### src/rtl/counter_without_gating.sv
// counter_without_gating
//   Free-running binary up-counter with no clock gating and no enable. It is
//   the ungated baseline for clock-gating power/area comparisons. It also
//   carries activity instrumentation: a wrap pulse, a saturating count of
//   output bit toggles, and a saturating count of clocked cycles.
//
// Parameters
//   WIDTH     : count_out width (2..16)
//   STEP      : increment per clock, modulo 2^WIDTH (1..2^WIDTH-1)
//   ACT_WIDTH : width of the activity totals (8..32)
//
// Ports
//   clk          : rising-edge clock, the only clock
//   rst_n        : asynchronous reset, ACTIVE-HIGH despite the name
//   count_out    : registered counter value
//   wrap_out     : registered one-cycle pulse while count_out shows a wrapped value
//   toggle_total : saturating sum of count_out bits flipped per clock
//   cycle_total  : saturating number of clock edges taken out of reset
module counter_without_gating #(
  parameter int WIDTH     = 4,
  parameter int STEP      = 1,
  parameter int ACT_WIDTH = 16
) (
  input  logic                 clk,
  input  logic                 rst_n,
  output logic [WIDTH-1:0]     count_out,
  output logic                 wrap_out,
  output logic [ACT_WIDTH-1:0] toggle_total,
  output logic [ACT_WIDTH-1:0] cycle_total
);

  localparam int POPW = $clog2(WIDTH + 1);

  logic [WIDTH:0]       sum;      // one extra bit so the carry-out flags the wrap
  logic [WIDTH-1:0]     nxt;
  logic [WIDTH-1:0]     flips;
  logic [POPW-1:0]      toggles;
  logic [ACT_WIDTH:0]   tog_sum;  // one extra bit so overflow can be seen and clamped
  logic [ACT_WIDTH-1:0] tog_nxt;
  logic [ACT_WIDTH-1:0] cyc_nxt;

  assign sum   = {1'b0, count_out} + (WIDTH+1)'(STEP);
  assign nxt   = sum[WIDTH-1:0];
  assign flips = count_out ^ nxt;

  always_comb begin
    toggles = '0;
    for (int i = 0; i < WIDTH; i++)
      toggles = toggles + POPW'(flips[i]);
  end

  assign tog_sum = {1'b0, toggle_total} + (ACT_WIDTH+1)'(toggles);
  assign tog_nxt = tog_sum[ACT_WIDTH] ? '1 : tog_sum[ACT_WIDTH-1:0];
  assign cyc_nxt = (&cycle_total) ? cycle_total : cycle_total + 1'b1;

  always_ff @(posedge clk or posedge rst_n) begin
    if (rst_n) begin
      count_out    <= '0;
      wrap_out     <= 1'b0;
      toggle_total <= '0;
      cycle_total  <= '0;
    end else begin
      count_out    <= nxt;
      wrap_out     <= sum[WIDTH];
      toggle_total <= tog_nxt;
      cycle_total  <= cyc_nxt;
    end
  end

endmodule

### config.mk
export PLATFORM = sky130hd
export DESIGN_NAME = counter_without_gating
export DESIGN_NICKNAME = d
export VERILOG_FILES = /design/src/rtl/counter_without_gating.sv
export SDC_FILE = /design/constraint.sdc
export NUM_CORES = 1
export LEC_CHECK = 0
export ABC_AREA = 1
export CAP_MARGIN = 20
export CORE_MARGIN = 5
export CORE_UTILIZATION = 38
export CTS_CLUSTER_DIAMETER = 50
export CTS_CLUSTER_SIZE = 14
export DETAILED_ROUTE_END_ITERATION = 10
export PLACE_DENSITY = 0.64
export SLEW_MARGIN = 10
export SYNTH_ARGS = -nofsm -noshare
export SYNTH_HDL_FRONTEND = slang
export SYNTH_SLANG_ARGS = --single-unit
### constraint.sdc
create_clock -name clk -period 2.1 [get_ports clk]
set_clock_uncertainty 0.05 [all_clocks]
set_input_delay 0.42 -clock clk [delete_from_list [all_inputs] [get_ports clk]]
set_output_delay 0.42 -clock clk [all_outputs]
set_load 0.02 [all_outputs]
Word level (Yosys, flattened, before mapping)
Index checks and enable logic that the tools add are counted.
Widths: inputs -> output; s select.
{ "totals": {"regBits": 37, "input_bits": 2, "out_inout_bits": 37, "wordCells": 13} }
{ "classes": {"add_sub_neg": 6, "n_mux": 1, "bitwise_logic": 1, "reduce_logical": 1} }
{ "op_table": {"columns": ["op", "n"], "rows": [
  ["$add 16x3->17", 1],
  ["$add 16x1->16 const B", 1],
  ["$mux 16", 1],
  ["$reduce_and 16->1", 1],
  ["$add 4x1->5 const B", 1],
  ["$xor 4x4->4", 1],
  ["$add 2x1->3", 1],
  ["$add 3x1->3", 1],
  ["$add 1x1->2", 1]
]} }

Longest topological paths before layout
Gate-level depths: netlist (run 1).
{ "depth": {"depth_word": 7, "mapped_depth": 13, "mapped_depth_nobuf": 12} }

Least setup slack after synthesis (run 1)
OpenSTA, ideal clock, no wires.
{ "synth_timing": {"path_type": "register -> register", "from": "reg count_out[1]", "to": "reg toggle_total[14]", "setup_time_ns": 0.069, "arrival_ns": 2.366, "required_ns": 1.981, "slack_ns": -0.384, "stages_incl_launch_ff": 14, "path_buffers": 1, "period_less_slack_ns": 2.484, "cell_sequence": "dfrtp_1 -> ha_1 -> inv_1 -> ha_1 -> fa_1 -> inv_1 -> fa_1 -> nand2_1 -> inv_2 -> nand3_4 -> nor2_4 -> nand2_2 -> buf_6 -> nand3_1"} }
{ "synth_between": {"elab_chain_cells": 7} }
{ "synth_rtl": {"columns": ["element", "line_no", "text"], "rows": [
  ["from (decl)", "26", "output logic [WIDTH-1:0] count_out,"],
  ["from (signal assigned)", "63", "count_out <= nxt;"],
  ["$add 4x1->5", "42", "assign sum = {1'b0, count_out} + (WIDTH+1)'(STEP);"],
  ["$xor 4x4->4 *", "44", "assign flips = count_out ^ nxt;"],
  ["$add 1x1->2", "49", "toggles = toggles + POPW'(flips[i]);"],
  ["$add 2x1->3", "49", null],
  ["$add 3x1->3 *", "49", null],
  ["$add 16x3->17 *", "52", "assign tog_sum = {1'b0, toggle_total} + (ACT_WIDTH+1)'(toggles);"],
  ["$mux 16 *", "53", "assign tog_nxt = tog_sum[ACT_WIDTH] ? '1 : tog_sum[ACT_WIDTH-1:0];"],
  ["named net tog_nxt[14]", "39", "logic [ACT_WIDTH-1:0] tog_nxt;"],
  ["to (signal assigned)", "65", "toggle_total <= tog_nxt;"],
  ["to (decl)", "28", "output logic [ACT_WIDTH-1:0] toggle_total,"]
]} }
The timed path passes the listed nets; every way through them passes the cells marked *.
A chain may end at the register's enable or synchronous reset.

Worst setup path in the final report (run 1)
{ "layout_timing": {"from": "reg count_out[1]", "to": "reg toggle_total[15]"} }
The elaborated chain is that of the path after synthesis.

==> results of run 1 <==
## logic make-up after synthesis
kind of cell               count (synthesis)  share of synthesized area, %
adders and majority gates                  6                          4.47
DFF                                       37                          46.0
AOI/OAI and AO/OA                         12                          2.98
xor gates and xnor gates                  10                          4.35
and+or+nand+nor                          146                          34.4
buffers and inverters                     38                          7.83
## state kept, by name, indices dropped and copies added (netlist names)
signal,flops
toggle_total,16
cycle_total,16
wrap_out,1
count_out,4
## power by group
group | internal [mW] | leakage (nW) | switching (mW)
registers | 0.712 | 0.472 | 0
logic | 0.00298 | 0.744 | 0.0137
clock network | 0.226 | 0.0410 | 0.243
## worst max-delay path, delay by kind of cell, from the launching register on
kind | cells | cell delay, ns
adder cells (fa/ha/maj) | 4 | 0.91
AND/OR/NAND/NOR | 5 | 0.57
flip-flops | 1 | 0.43
buffers and inverters | 3 | 0.20
## repair_timing
item / in CTS / in global routing
buffers inserted: 0 / 1
resized for setup: 2 / 3
pin swaps: 1 / 0
endpoints found under the setup margin: 16 / 16
## worst max-delay path by stage
stage	from	to	slack, ns	cells past startpoint
global placement	count_out[1]$_DFF_PP0_	toggle_total[2]$_DFF_PP0_	-0.21	11
CTS	count_out[1]$_DFF_PP0_	toggle_total[15]$_DFF_PP0_	-0.15	12
floorplan	count_out[1]$_DFF_PP0_	toggle_total[14]$_DFF_PP0_	-0.18	13
global route	count_out[1]$_DFF_PP0_	toggle_total[8]$_DFF_PP0_	-0.26	13
finish	count_out[1]$_DFF_PP0_	toggle_total[15]$_DFF_PP0_	-0.14	12
detailed placement	count_out[1]$_DFF_PP0_	toggle_total[15]$_DFF_PP0_	-0.25	12
## through the flow
stage	total power, mW	hold slack (ns)
floorplan	0.736	0.480
finish	1.20	0.482
detailed placement	0.744	0.475
global route	1.25	0.512
CTS	1.21	0.492
global placement	0.744	0.467
## routing by layer
metal	wire, µm	part of all wire, %	track usage [%]	up-vias
li1	-	-	-	912
met1	2200	49	18.8	793
met2	2030	46	21.0	42
met3	202	4.5	4.75	2
met4	11	0.25	3.57	0
met5	0	0	0	-
## synth_stat cells (all sizes together)
| cell | count |
|---|---|
| nor2 | 26 |
| fa | 2 |
| nand2 | 68 |
| xnor2 | 4 |
| dfrtp | 37 |
| buf | 2 |
| ha | 4 |
| or2 | 4 |
| o21ai | 11 |
| xor2 | 6 |
| nand3b | 3 |
| inv | 36 |
| nand3 | 35 |
| nand4 | 8 |
| nor3 | 2 |
| a21oi | 1 |
## area by class of cell
| type | count | area [µm²] |
|---|---|---|
| Sequential cell | 37 | 928 |
| Timing Repair Buffer | 53 | 493 |
| Clock inverter | 1 | 5.00 |
| Clock buffer | 6 | 72.6 |
| Multi-Input combinational cell | 174 | 1010 |
| Inverter | 36 | 135 |
| Tap cell | 70 | 87.6 |
| Fill cell | 520 | 2410 |
==> results.py, run 1 <==
metrics = {
    "floorplan": {
        "die_w_um": 82.8,
        "rows": 26,
        "initial_utilization_pct": 39.2,
        "coreArea_um2": 5140,
        "io-pin-count": 39,
        "dieArea_um2": 6860,
        "die_h_um": 82.8,
    },
    "place": {
        "numPlacedInstances": 369,
        "post-place-ws_ns": -0.253,
        "place_hpwl_mm": 3.42,
        "io_buffers": 38,
        "place.gp.congestion": 0.820,
        "postPlaceCellArea_um2": 2620,
    },
    "timing": {
        "rsz0062_at_grt": "true",
        "maxSlewViolCount": 0,
        "worstMarginPinSlew_ns": 0.463,
        "max_slew_margin_pct": 69.1,
        "period_needed_ns": 2.24,
        "fin_crit_sh_pct": 107,
        "fin_ws_ns": -0.142,
        "setup_viol": 16,
        "hold_viol_final": 0,
        "fin_tns_setup_ns": -1.78,
        "fmax_mhz": 446,
    },
    "power": {
        "pwr_density_cell_nw_per_um2": 439,
        "leakage_nw": 1.26,
        "ir_drop_v": 0.000324,
    },
    "finish": {
        "syn_to_final_growth_pct": 35.5,
        "final_cells": 377,
        "layout_common_cells": "63 x nand2_1, 38 x clkdlybuf4s50_1, 35 x dfrtp_1",
        "nets": 315,
        "final_cell_area_um2": 2730,
        "antenna_cells": 0,
        "final_common_cell": "nand2_1",
        "post-route-util_pct": 53.1,
        "drive_above_1_share_pct": 17.6,
    },
    "synth": {
        "netlist.area_leader.share_pct": 46.0,
        "synth_seq_cells": 37,
        "synthTopCellsByArea": "dfrtp_1 46%, nand2_1 12%, nand3_1 8.0%",
        "seq_area_frac_synth_pct": 46.0,
        "synth_nets": 257,
        "synth_cell_type_count": 23,
        "synth_area_um2": 2010,
        "synth_warnings": 0,
        "avgSynthCellArea_um2": 8.09,
        "syn_inst": 249,
        "yosys.area.top_type": "dfrtp_1",
    },
    "detailed_routing": {
        "drt-total-wl_mm": 4.44,
        "firstDrtPassIters": 5,
        "drtIter0Drc": 87,
        "wl_per_cell_um": 11.8,
        "ant_nets": 0,
        "vias_per_cell": 4.64,
        "num_vias": 1749,
        "drc": 0,
    },
    "cts": {
        "clkTransAtPathRegs_ns": 0.08,
        "cts_hold_buf": 0,
        "clockBufferDepth": 2,
        "cts_tree": "yes",
        "clkSinkCount": 37,
        "numCtsBuffers": 5,
        "cts_max_level": 2,
        "cts-root-buf": "clkbuf_8",
        "clk_latency_ns": 0.29,
    },
    "worst_setup_path": {
        "crit_chain": "ha_4 -> inv_2 -> ha_4 -> fa_2 -> inv_2 -> fa_2 -> nand2_2 -> inv_2 -> nand3_4 -> nor2_4 -> nand2_8 -> nand3_1",
        "crit_top_cell": "inv_2",
        "r2r_cells": 12,
        "critPathCaptureType": "flip-flop",
        "critPathKind": "flip-flop to flip-flop",
        "r2r-end": "toggle_total[15]$_DFF_PP0_",
        "slowest_stage": "dfrtp_2",
        "crit_path_start_kind": "flip-flop",
        "r2r-start": "count_out[1]$_DFF_PP0_",
        "cp_slowest_stage_delay_ns": 0.43,
        "worst_ep_required_time_ns": 2.27,
        "critical_path_arrival_ns": 2.41,
        "reg2reg_slack_ns": -0.14,
        "worstPathMaxFanout": 14,
    },
    "global_routing": {
        "antenna_found_initial": 0,
        "grt_max_degree": 38,
        "grt_usage_pct": 13.8,
        "grt_pass1_vias": 1700,
        "grt-ovfl-total": 0,
        "grt_pass1_wl_mm": 7.87,
    },
    "run": {
        "cap_violations": 0,
    },
    "outcome": {
        "status": "finished, violations left",
        "violations": "negative setup slack",
    },
    "hold_path": {
        "worstHoldPathType": "flip-flop to flip-flop",
        "holdPathEnd": "wrap_out$_DFF_PP0_",
        "min_path_cells": 2,
        "hold_start": "count_out[3]$_DFF_PP0_",
    },
}
Note: power is estimated with default switching activity, not from simulation.
==> run 2: changes to the inputs <==
--- a/config.mk
+++ b/config.mk
@@ -8,11 +8,12 @@
 export ABC_AREA = 1
 export CAP_MARGIN = 20
 export CORE_MARGIN = 5
-export CORE_UTILIZATION = 38
+export CORE_UTILIZATION = 46
 export CTS_CLUSTER_DIAMETER = 50
 export CTS_CLUSTER_SIZE = 14
 export DETAILED_ROUTE_END_ITERATION = 10
-export PLACE_DENSITY = 0.64
+export PLACE_DENSITY = 0.75
+export SETUP_SLACK_MARGIN = 0.1
 export SLEW_MARGIN = 10
 export SYNTH_ARGS = -nofsm -noshare
 export SYNTH_HDL_FRONTEND = slang
==> run 2 against run 1 <==
Effect of this change:
- the flow still finishes with violations (negative setup slack)
- clock power rose by 9.2%
- flip-flop and latch count is the same
- worst setup slack gained 0.0069 ns
- total power is 3.6% higher
- first-iteration DRC count is 8.0% higher
- global-route usage rose by 2.2 points
- sequential share of layout area rose by 0.11 points
- die area shrank 15%
- register-to-register slack barely moved
- critical path depth did not move
- core utilization grew 10 points
- largest power group unchanged
==> results.py, run 2 (same netlist as run 1, synthesis figures left out) <==
metrics = {
    "detailed_routing": {
        "drtIter0Drc": 94,
        "vias_per_cell": 4.94,
        "drt-total-wl_mm": 4.38,
        "drc": 0,
        "num_vias": 1775,
        "wl_per_cell_um": 12.2,
        "ant_nets": 0,
        "firstDrtPassIters": 5,
    },
    "floorplan": {
        "rows": 24,
        "io-pin-count": 39,
        "dieArea_um2": 5800,
        "die_h_um": 76.2,
        "coreArea_um2": 4290,
        "die_w_um": 76.2,
        "initial_utilization_pct": 46.9,
    },
    "power": {
        "pwr_density_cell_nw_per_um2": 456,
        "ir_drop_v": 0.000300,
        "p_int_uw": 983,
        "share_comb_of_total_power_pct": 1.4,
        "leakage_nw": 1.25,
        "switching_power_uw": 258,
        "seqPwrFrac_pct": 57.4,
        "switching_share_pct": 20.8,
        "clkPwrFrac_pct": 41.2,
    },
    "finish": {
        "reg_top3": "cycle_total: 16 flops, toggle_total: 16 flops, count_out: 4 flops",
        "final_common_cell": "nand2_1",
        "drive_above_1_share_pct": 17.9,
        "syn_to_final_growth_pct": 35.0,
        "nFillCells": 393,
        "multi_input_area_um2": 1010,
        "layout_common_cells": "61 x nand2_1, 38 x clkdlybuf4s50_1, 35 x dfrtp_1",
        "antenna_cells": 0,
        "seqCellArea_um2": 928,
        "nets": 314,
        "final_cells": 359,
    },
    "outcome": {
        "status": "finished, violations left",
        "violations": "negative setup slack",
    },
    "timing": {
        "fin_ws_ns": -0.135,
        "setup_viol": 16,
        "period_needed_ns": 2.24,
        "timing.hold.ws_ns": 0.492,
        "worstMarginPinSlew_ns": 0.468,
        "fmax_mhz": 447,
        "rsz0062_at_grt": "true",
        "hold_viol_final": 0,
        "max_slew_margin_pct": 68.8,
        "fin_crit_sh_pct": 106,
        "maxSlewViolCount": 0,
        "fin_tns_setup_ns": -1.80,
    },
    "global_routing": {
        "grt_use_met3_pct": 3.07,
        "grt-ovfl-total": 0,
        "busiest_layer": "met2",
        "grt_max_degree": 38,
        "grt_pass1_vias": 1709,
        "grt_usage_pct": 16.0,
        "gr-usage-met1_pct": 20.6,
        "antenna_found_initial": 0,
        "grt_pass1_wl_mm": 7.77,
        "met2_usage_pct": 26.7,
    },
    "worst_setup_path": {
        "worstPathMaxFanout": 14,
        "worst_ep_required_time_ns": 2.27,
        "critical_path_arrival_ns": 2.40,
        "critPathKind": "flip-flop to flip-flop",
        "crit_path_start_kind": "flip-flop",
        "critPathCaptureType": "flip-flop",
    },
    "cts": {
        "numCtsBuffers": 5,
        "clkTransAtPathRegs_ns": 0.07,
        "clkSinkCount": 37,
        "clk_latency_ns": 0.29,
        "cts_tree": "yes",
        "cts_max_level": 2,
        "cts_hold_buf": 0,
        "cts-root-buf": "clkbuf_8",
        "clockBufferDepth": 2,
    },
    "place": {
        "place_hpwl_mm": 3.30,
        "io_buffers": 38,
        "post-place-ws_ns": -0.251,
        "numPlacedInstances": 349,
        "place.gp.congestion": 0.801,
    },
    "hold_path": {
        "worstHoldPathType": "flip-flop to flip-flop",
    },
    "run": {
        "cap_violations": 0,
    },
}
==> run 2: changes by cell type in the layout (fill, tap and decap cells not counted), sizes merged <==
cell,before,now
clkbuf,6,8
clkinv,1,0
buf,15,14
==> run 2: path summary, 6_finish.rpt <==
check,startpoint,end,slack [ns],cells past startpoint
max in group asynchronous,rst_n,count_out[1]$_DFF_PP0_,1.15,3
hold reg to reg,count_out[3]$_DFF_PP0_,wrap_out$_DFF_PP0_,0.49,2
hold / removal,count_out[3]$_DFF_PP0_,wrap_out$_DFF_PP0_,0.49,2
setup reg to reg,count_out[0]$_DFF_PP0_,toggle_total[2]$_DFF_PP0_,-0.14,12
setup / recovery,count_out[0]$_DFF_PP0_,toggle_total[2]$_DFF_PP0_,-0.14,12
min in group asynchronous,rst_n,toggle_total[5]$_DFF_PP0_,0.50,3
==> run 2: what timing repair did <==
item                       4_1_cts  5_1_grt
pin swaps                        2        0
gates cloned                     0        0
buffers inserted                 2        0
setup endpoints to repair       16       16
gates resized for setup          5        6
==> run 2: routing by layer <==
metal / part of all wire (%) / up-vias
met2: 49 / 29
met5: 0 / -
met3: 3.5 / 5
met4: 1.4 / 0
met1: 46 / 838
li1: - / 903
==> run 2: cell type report <==
cell class	instances	share of cell area (%)
Multi-Input combinational cell	174	37.1
Timing Repair Buffer	52	18.1
Clock buffer	8	3.31
Tap cell	52	2.39
Sequential cell	37	34.1
Inverter	36	4.97
==> run 2: worst max-delay path, stage by stage (launching register included) <==
cell and delay [ns]:
dfrtp_2 0.43, ha_4 0.16, inv_2 0.05, ha_4 0.19, fa_2 0.35, inv_2 0.07, fa_2 0.21, nand2_2 0.06
inv_2 0.08, nand3_4 0.10, nor2_4 0.18, nand2_8 0.12, o21ai_1 0.10
==> run 2: power by group through the flow <==
stage                     clock network (mW)  logic, mW  registers [mW]
after floorplan                            0     0.0105           0.726
after global placement                     0     0.0178           0.726
after detailed placement                   0     0.0180           0.726
after CTS                              0.525     0.0179           0.712
after global routing                   0.555     0.0204           0.712
final                                  0.512     0.0168           0.712
==> run 2: per-stage QoR <==
step / power [mW] / area [µm²] / utilization, %
final: 1.24 / 2720 / 63.3
after global routing: 1.29 / 2720 / 63.3
after CTS: 1.25 / 2710 / 63.1
after detailed placement: 0.744 / 2580 / 60.1
after global placement: 0.744 / 2580 / 60.1
after floorplan: 0.736 / 2070 / -
==> run 3: changes to the inputs <==
--- a/config.mk
+++ b/config.mk
@@ -14,7 +14,6 @@
 export DETAILED_ROUTE_END_ITERATION = 10
 export PLACE_DENSITY = 0.75
 export SETUP_SLACK_MARGIN = 0.1
-export SLEW_MARGIN = 10
 export SYNTH_ARGS = -nofsm -noshare
 export SYNTH_HDL_FRONTEND = slang
 export SYNTH_SLANG_ARGS = --single-unit
==> results of run 3 <==
Final layout, timing and power as in run 2 (identical DEF).
